**src/rtl/core_pkg.sv**
```systemverilog
// Shared types and sizing for the register writeback path.
// Widths and queue depth are fixed here so the entry struct and all users agree.
package core_pkg;

  localparam int AddressBitWidth = 5;
  localparam int DataBitWidth    = 32;
  localparam int LoadQueueDepth  = 4;
  localparam int PtrWidth        = $clog2(LoadQueueDepth);
  localparam int CountWidth      = PtrWidth + 1;

  typedef struct packed {
    logic [AddressBitWidth-1:0] rd;
    logic [DataBitWidth-1:0]    data;
    logic                       filled;
  } load_entry_t;

endpackage

```
**src/rtl/register_writeback_if.sv**
```systemverilog
// Bundle of ALU, load-queue, decode-hazard and register-file write signals.
// The slave modport is the writeback block; the master modport drives it.
interface register_writeback_if;
  import core_pkg::*;

  logic                       alu_valid;
  logic [AddressBitWidth-1:0] alu_rd;
  logic [DataBitWidth-1:0]    alu_data;
  logic                       load_issue;
  logic [AddressBitWidth-1:0] load_issue_rd;
  logic                       load_issue_ready;
  logic                       load_resp_valid;
  logic [DataBitWidth-1:0]    load_resp_data;
  logic                       load_resp_error;
  logic [AddressBitWidth-1:0] rs1;
  logic [AddressBitWidth-1:0] rs2;
  logic                       rs1_busy;
  logic                       rs2_busy;
  logic [AddressBitWidth-1:0] rd;
  logic                       rd_write_enable;
  logic [DataBitWidth-1:0]    rd_data_in;

  modport slave (
    input  alu_valid, alu_rd, alu_data,
    input  load_issue, load_issue_rd, load_resp_valid, load_resp_data,
    input  rs1, rs2,
    output load_issue_ready, load_resp_error, rs1_busy, rs2_busy,
    output rd, rd_write_enable, rd_data_in
  );

  modport master (
    output alu_valid, alu_rd, alu_data,
    output load_issue, load_issue_rd, load_resp_valid, load_resp_data,
    output rs1, rs2,
    input  load_issue_ready, load_resp_error, rs1_busy, rs2_busy,
    input  rd, rd_write_enable, rd_data_in
  );
endinterface

```
**src/rtl/register_writeback_load_queue.sv**
```systemverilog
// In-order load queue: entries are allocated at issue, filled by responses in
// issue order, and popped from the head once filled.
module load_queue
  import core_pkg::*;
(
  input  logic                       clk,
  input  logic                       rst_n,
  input  logic                       issue_i,
  input  logic [AddressBitWidth-1:0] issue_rd_i,
  input  logic                       resp_valid_i,
  input  logic [DataBitWidth-1:0]    resp_data_i,
  input  logic                       pop_i,
  input  logic [AddressBitWidth-1:0] rs1_i,
  input  logic [AddressBitWidth-1:0] rs2_i,
  output logic                       ready_o,
  output logic                       error_o,
  output logic                       head_filled_o,
  output load_entry_t                head_o,
  output logic [LoadQueueDepth-1:0]  rs1_match_o,
  output logic [LoadQueueDepth-1:0]  rs2_match_o
);

  load_entry_t               mem_q [LoadQueueDepth];
  logic [PtrWidth-1:0]       head_q, head_d;
  logic [PtrWidth-1:0]       tail_q, tail_d;
  logic [PtrWidth-1:0]       fill_q, fill_d;
  logic [CountWidth-1:0]     count_q, count_d;
  logic                      error_q, error_d;
  logic [LoadQueueDepth-1:0] valid;
  logic                      issue_accept;
  logic                      fill_accept;

  // An entry is live when its distance from the head is below the count.
  for (genvar gi = 0; gi < LoadQueueDepth; gi++) begin : g_entry
    logic [PtrWidth-1:0] offset;
    assign offset          = PtrWidth'(gi) - head_q;
    assign valid[gi]       = {1'b0, offset} < count_q;
    assign rs1_match_o[gi] = valid[gi] && (mem_q[gi].rd == rs1_i);
    assign rs2_match_o[gi] = valid[gi] && (mem_q[gi].rd == rs2_i);
  end

  assign ready_o       = count_q != CountWidth'(LoadQueueDepth);
  assign error_o       = error_q;
  assign head_o        = mem_q[head_q];
  assign head_filled_o = valid[head_q] && mem_q[head_q].filled;
  assign issue_accept  = issue_i && ready_o;
  assign fill_accept   = resp_valid_i && valid[fill_q] && !mem_q[fill_q].filled;

  always_comb begin
    head_d  = head_q;
    tail_d  = tail_q;
    fill_d  = fill_q;
    error_d = error_q;
    if (pop_i)        head_d = head_q + 1'b1;
    if (issue_accept) tail_d = tail_q + 1'b1;
    if (fill_accept)  fill_d = fill_q + 1'b1;
    if (resp_valid_i && !fill_accept) error_d = 1'b1;
    count_d = count_q + CountWidth'(issue_accept) - CountWidth'(pop_i);
  end

  always_ff @(posedge clk or negedge rst_n) begin
    if (!rst_n) begin
      head_q  <= '0;
      tail_q  <= '0;
      fill_q  <= '0;
      count_q <= '0;
      error_q <= 1'b0;
    end else begin
      head_q  <= head_d;
      tail_q  <= tail_d;
      fill_q  <= fill_d;
      count_q <= count_d;
      error_q <= error_d;
    end
  end

  // Issue and fill never target the same slot: that needs a full queue, which blocks issue.
  always_ff @(posedge clk or negedge rst_n) begin
    if (!rst_n) begin
      for (int i = 0; i < LoadQueueDepth; i++) mem_q[i] <= '0;
    end else begin
      for (int i = 0; i < LoadQueueDepth; i++) begin
        if (issue_accept && (tail_q == PtrWidth'(i))) begin
          mem_q[i].rd     <= issue_rd_i;
          mem_q[i].data   <= '0;
          mem_q[i].filled <= 1'b0;
        end else if (fill_accept && (fill_q == PtrWidth'(i))) begin
          mem_q[i].data   <= resp_data_i;
          mem_q[i].filled <= 1'b1;
        end
      end
    end
  end

endmodule

```
**src/rtl/register_writeback.sv**
```systemverilog
// Register-file write port arbiter: ALU results take priority over drained loads,
// outputs are registered, and pending destinations are reported as busy to decode.
module register_writeback
  import core_pkg::*;
(
  input  logic                 clk,
  input  logic                 rst_n,
  register_writeback_if.slave  bus
);

  logic                       head_filled;
  load_entry_t                head;
  logic [LoadQueueDepth-1:0]  rs1_match;
  logic [LoadQueueDepth-1:0]  rs2_match;
  logic                       pop;
  logic [AddressBitWidth-1:0] rd_q, rd_d;
  logic [DataBitWidth-1:0]    data_q, data_d;
  logic                       we_q, we_d;

  assign pop = !bus.alu_valid && head_filled;

  load_queue u_load_queue (
    .clk           (clk),
    .rst_n         (rst_n),
    .issue_i       (bus.load_issue),
    .issue_rd_i    (bus.load_issue_rd),
    .resp_valid_i  (bus.load_resp_valid),
    .resp_data_i   (bus.load_resp_data),
    .pop_i         (pop),
    .rs1_i         (bus.rs1),
    .rs2_i         (bus.rs2),
    .ready_o       (bus.load_issue_ready),
    .error_o       (bus.load_resp_error),
    .head_filled_o (head_filled),
    .head_o        (head),
    .rs1_match_o   (rs1_match),
    .rs2_match_o   (rs2_match)
  );

  // Writes to x0 still consume their slot but never assert the write enable.
  always_comb begin
    rd_d   = rd_q;
    data_d = data_q;
    we_d   = 1'b0;
    if (bus.alu_valid) begin
      rd_d   = bus.alu_rd;
      data_d = bus.alu_data;
      we_d   = bus.alu_rd != '0;
    end else if (head_filled) begin
      rd_d   = head.rd;
      data_d = head.data;
      we_d   = head.rd != '0;
    end
  end

  always_ff @(posedge clk or negedge rst_n) begin
    if (!rst_n) begin
      rd_q   <= '0;
      data_q <= '0;
      we_q   <= 1'b0;
    end else begin
      rd_q   <= rd_d;
      data_q <= data_d;
      we_q   <= we_d;
    end
  end

  assign bus.rd              = rd_q;
  assign bus.rd_data_in      = data_q;
  assign bus.rd_write_enable = we_q;

  // The in-flight write counts as pending until the register file has absorbed it.
  assign bus.rs1_busy = (bus.rs1 != '0) && ((|rs1_match) || (we_q && (rd_q == bus.rs1)));
  assign bus.rs2_busy = (bus.rs2 != '0) && ((|rs2_match) || (we_q && (rd_q == bus.rs2)));

endmodule

```
**src/flat_wrapper.sv**
```systemverilog
// flat-port wrapper written by rule: the top's interface ports become plain ports
module register_writeback_flat import core_pkg::*;
  (clk, rst_n, bus_alu_valid, bus_alu_rd, bus_alu_data, bus_load_issue, bus_load_issue_rd, bus_load_resp_valid, bus_load_resp_data, bus_rs1, bus_rs2, bus_load_issue_ready, bus_load_resp_error, bus_rs1_busy, bus_rs2_busy, bus_rd, bus_rd_write_enable, bus_rd_data_in);
  register_writeback_if bus_i ();
  input  logic clk;
  input  logic rst_n;
  input wire logic [$bits(bus_i.alu_valid)-1:0] bus_alu_valid;
  input wire logic [$bits(bus_i.alu_rd)-1:0] bus_alu_rd;
  input wire logic [$bits(bus_i.alu_data)-1:0] bus_alu_data;
  input wire logic [$bits(bus_i.load_issue)-1:0] bus_load_issue;
  input wire logic [$bits(bus_i.load_issue_rd)-1:0] bus_load_issue_rd;
  input wire logic [$bits(bus_i.load_resp_valid)-1:0] bus_load_resp_valid;
  input wire logic [$bits(bus_i.load_resp_data)-1:0] bus_load_resp_data;
  input wire logic [$bits(bus_i.rs1)-1:0] bus_rs1;
  input wire logic [$bits(bus_i.rs2)-1:0] bus_rs2;
  output wire logic [$bits(bus_i.load_issue_ready)-1:0] bus_load_issue_ready;
  output wire logic [$bits(bus_i.load_resp_error)-1:0] bus_load_resp_error;
  output wire logic [$bits(bus_i.rs1_busy)-1:0] bus_rs1_busy;
  output wire logic [$bits(bus_i.rs2_busy)-1:0] bus_rs2_busy;
  output wire logic [$bits(bus_i.rd)-1:0] bus_rd;
  output wire logic [$bits(bus_i.rd_write_enable)-1:0] bus_rd_write_enable;
  output wire logic [$bits(bus_i.rd_data_in)-1:0] bus_rd_data_in;
  assign bus_i.alu_valid = bus_alu_valid;
  assign bus_i.alu_rd = bus_alu_rd;
  assign bus_i.alu_data = bus_alu_data;
  assign bus_i.load_issue = bus_load_issue;
  assign bus_i.load_issue_rd = bus_load_issue_rd;
  assign bus_i.load_resp_valid = bus_load_resp_valid;
  assign bus_i.load_resp_data = bus_load_resp_data;
  assign bus_i.rs1 = bus_rs1;
  assign bus_i.rs2 = bus_rs2;
  assign bus_load_issue_ready = bus_i.load_issue_ready;
  assign bus_load_resp_error = bus_i.load_resp_error;
  assign bus_rs1_busy = bus_i.rs1_busy;
  assign bus_rs2_busy = bus_i.rs2_busy;
  assign bus_rd = bus_i.rd;
  assign bus_rd_write_enable = bus_i.rd_write_enable;
  assign bus_rd_data_in = bus_i.rd_data_in;
  register_writeback u_core (.clk(clk), .rst_n(rst_n), .bus(bus_i));
endmodule
```
**config.mk**
```make
export PLATFORM = sky130hd
export DESIGN_NAME = register_writeback_flat
export DESIGN_NICKNAME = d
export VERILOG_FILES = /design/src/rtl/core_pkg.sv /design/src/rtl/register_writeback_if.sv /design/src/rtl/register_writeback_load_queue.sv /design/src/rtl/register_writeback.sv /design/src/flat_wrapper.sv
export SDC_FILE = /design/constraint.sdc
export NUM_CORES = 1
export LEC_CHECK = 0
export CORE_UTILIZATION = 50
export CTS_CLUSTER_SIZE = 14
export DETAILED_ROUTE_END_ITERATION = 16
export PLACE_DENSITY_LB_ADDON = 0.3
export SYNTH_ARGS = -nofsm -noshare
export SYNTH_HDL_FRONTEND = slang
export SYNTH_SLANG_ARGS = --single-unit
export TNS_END_PERCENT = 50
```
**constraint.sdc**
```tcl
create_clock -name clk -period 3.5 [get_ports clk]
set_input_delay 0.525 -clock clk [delete_from_list [all_inputs] [get_ports clk]]
set_output_delay 0.525 -clock clk [all_outputs]
set_load 0.02 [all_outputs]
```
==> impl_metrics.tcl <==
set metrics [dict create \
    die_area_um2 21800 \
    worst_pin_slew_ps 1090 \
    cp.arrival_ps 2740 \
    route.vias.total 8572 \
    port_buffers 130 \
    grt_pass1_vias 8435 \
    cts_buffer_depth 2 \
    p_leak_uw 0.00562 \
    r2r_slack_ps 340 \
    grt_max_degree 96 \
    synth-compound-area-share_pct 10.9 \
    drc_errors 0 \
    die_h_um 148 \
    synth_seq_cells 200 \
    grt_pass1_wl_um 46600 \
    ys_types 46 \
    clockPowerShare_pct 17.3 \
    initialDrtViolationCount 789 \
    seq_power_share_pct 35.7 \
    postRouteAntennaNets 0 \
    drive_above_1_share_pct 11.4 \
    synth_edf_count 0 \
    cap_violations 0 \
    nets 1205 \
    synth_ff_type "dfrtp_1" \
    sw_frac_of_total_pct 41.4 \
    rsz0062_at_grt "no" \
    path_max_fanout 9 \
    initial_core_util_pct 51.8 \
    worstSetupPathType "reg -> out" \
    path_clk_slew_ps 70 \
    synthTopCellsByArea "dfrtp_1 47%, mux4_2 8.1%, nand4_1 7.5%, nand2_1 5.9%, o21ai_0 5.1%" \
    combPwrFrac_pct 47.0 \
    syn_avg_cell_area_um2 10.4 \
    path_buf_inv 1 \
    grtUsageTotal_pct 27.4 \
    clock-sinks 200 \
    final_util_pct 61.7 \
    synth_top_area_share_pct 47.2 \
    finalSetupTns_ps 0 \
    synthSimpleGateAreaFrac_pct 16.4 \
    cpPeakStageDelay_ps 480 \
    cp.required_ps 2970 \
    max_freq_mhz 307 \
    gp_congestion 0.863 \
    cts_buffers 17 \
    totalWireLength_um 28600 \
    core_area_um2 20500 \
    synthArstFlopShare_pct 100 \
    r2r_cells 8 \
    antenna_found_initial 0 \
    fin_skew_ps 8.47 \
    power.switching_uw 4540 \
    cts_root_buf "clkbuf_16" \
    syn-cell-area_um2 10600 \
    cts_tree "done" \
    fin_crit_sh_pct 93.2 \
    crit_family "simple AND/OR/NAND/NOR gates" \
    post_cts.repair.setup_buffers 0 \
    viasPerCell 6.19 \
    vdd_ir_drop_max_v 0.000653 \
    hold_violations 0 \
    slew_headroom_pct 27.0 \
    wire_per_inst_um 20.6 \
    ios 131 \
    hp-class "in -> async" \
    synthAdderAreaFrac_pct 1.84 \
    synthesis.nets 1129 \
    ys_warn_count 0 \
    ys_seq_area_share_pct 47.2 \
    powerDensity_nw_per_um2 867 \
    core.rowCount 52 \
    status "completed" \
    synth_xor_area_share_pct 4.70 \
    final-setup-viol-count 0 \
    endpoint_kind "primary output" \
    die_x_um 148 \
    startpoint_type "register" \
    synth_mux_area_share_pct 13.7 \
    htreeDepth 4 \
    dp_hpwl_um 17700 \
    synth_top_area_cell "dfrtp_1" \
    r2r_end "u_core.u_load_queue.mem_q[46]$_DFFE_PN0P_" \
    firstDrtPassIters 6 \
    area_growth_syn_to_layout_pct 19.1 \
    maxSlewViolCount 0 \
    finalCriticalPeriod_ps 3260 \
    worstPathCellList "xnor2_1 > ha_1 > nand2b_1 > o21ai_0 > nor4_1 > nor3_1 > a21oi_1 > dlygate4sd2_1" \
    synth_cells 1025 \
    timing.rr.start "u_core.u_load_queue.head_q[1]$_DFFE_PN0P_" \
    p_int_uw 6420 \
    grt.overflow.total 0 \
    cp_slowest_cell "dfrtp_2" \
    synth_top_family_by_area "simple AND/OR/NAND/NOR gates" \
    clock_latency_ps 440 \
]
layout by cell type (no fill, tap or decap), drive strengths merged, types with 2 or more instances in the layout:
master / instances
a21boi: 4
a21oi: 2
a31oi: 2
and2: 2
buf: 27
clkbuf: 20
clkdlybuf4s50: 126
clkinv: 3
clkinvlp: 4
dfrtp: 200
ha: 14
inv: 20
mux2: 20
mux2i: 37
mux4: 38
nand2: 171
nand2b: 7
nand3: 9
nand4: 128
nor2: 5
nor3: 2
nor4: 10
o2111a: 3
o2111ai: 8
o211a: 2
o211ai: 3
o21ai: 176
or4: 4
xnor2: 31
xor2: 26
how the worst max path moves through the flow:
stage / cells after the start / endpoint / slack [ps] / start
final: 8 / bus_rs1_busy / 240 / u_core.u_load_queue.head_q[1]$_DFFE_PN0P_
after global routing: 9 / bus_rs1_busy / 100 / u_core.u_load_queue.head_q[1]$_DFFE_PN0P_
after CTS: 8 / bus_rs2_busy / 20 / u_core.u_load_queue.head_q[1]$_DFFE_PN0P_
after detailed placement: 7 / bus_rs2_busy / 330 / bus_rs2[1]
after global placement: 7 / bus_rs1_busy / 390 / bus_rs1[1]
after floorplan: 16 / u_core.u_load_queue.count_q[2]$_DFF_PN0_ / 8 / u_core.u_load_queue.head_q[1]$_DFFE_PN0P_
cells by family after synthesis:
family,count (synthesis)
multiplexers,95
adder cells (fa/ha/maj),15
buffers and inverters,113
AO/OA/AOI/OAI,203
AND/OR/NAND/NOR,342
flip-flops,200
XOR/XNOR,57
power by group through the flow:
stage	registers [uW]	logic, uW	clock network [uW]
3_5_place_dp	3940	5140	0
2_1_floorplan	3890	3590	0
3_3_place_gp	3900	5010	0
6_report	3920	5150	1890
5_1_grt	4010	5620	2010
4_1_cts	3900	5160	1910
synth_stat cells, drive strengths merged, types with 2 or more instances:
master / instances
o21ai: 176
dfrtp: 200
xnor2: 31
a21oi: 2
nand4: 128
o2111ai: 8
nand2b: 7
a31oi: 2
o211ai: 3
xor2: 26
mux2i: 37
o2111a: 3
mux2: 20
nor2: 5
and2: 2
nor4: 10
or4: 4
inv: 14
ha: 14
buf: 61
a21boi: 4
nand3: 9
o211a: 2
clkbuf: 38
nand2: 171
nor3: 2
mux4: 38
cell type report:
type	instances	area, um2
multi-input cells	712	5170
flip-flops and latches	200	5010
inverters	14	52.6
diodes	1	2.50
clock inverters	13	111
fillers	1692	7850
clock buffers	19	443
repair buffers	156	1520
well taps	270	338
per-stage QoR:
step	total power, uW	worst slack [ps]	hold slack (ps)	instances	area, um2
after detailed placement	9080	326	479	1352	12100
final	11000	239	134	1385	12600
after global routing	11600	95.7	196	1384	12600
after CTS	11000	15.5	179	1384	12600
after floorplan	7470	7.67	229	1025	10600
after global placement	8910	386	483	1352	12100
state kept, by name, indices dropped and copies added, names as in the netlist:
register,flops
u_core.u_load_queue.mem_q,152
u_core.bus.rd_data_in,32
u_core.bus.rd,5
u_core.u_load_queue.count_q,3
u_core.u_load_queue.fill_q,2
u_core.u_load_queue.head_q,2
u_core.u_load_queue.tail_q,2
u_core.bus.rd_write_enable,1
u_core.u_load_queue.error_o,1
metal layers:
layer	vias up	part of all wire, %	global-route usage [%]
met5	-	0	0
met4	0	1.9	10.1
met3	45	6.6	4.60
met2	347	49	44.4
met1	4302	43	37.2
li1	3878	-	-
repair_timing:
action,4_1_cts,5_1_grt
resized for setup,2,1
endpoints found under the setup margin,2,1
pin swaps,0,1
hold buffers,0,0
worst reg2reg max path: cells and delay by family, from the launching register on:
kind / cells / cell delay (ps)
buffers and inverters: 1 / 70
adders and majority gates: 1 / 270
DFF: 1 / 480
AOI/OAI and AO/OA: 4 / 1850
xor gates and xnor gates: 1 / 230
and+or+nand+nor: 1 / 80
Note: power is estimated with default switching activity, not from simulation.
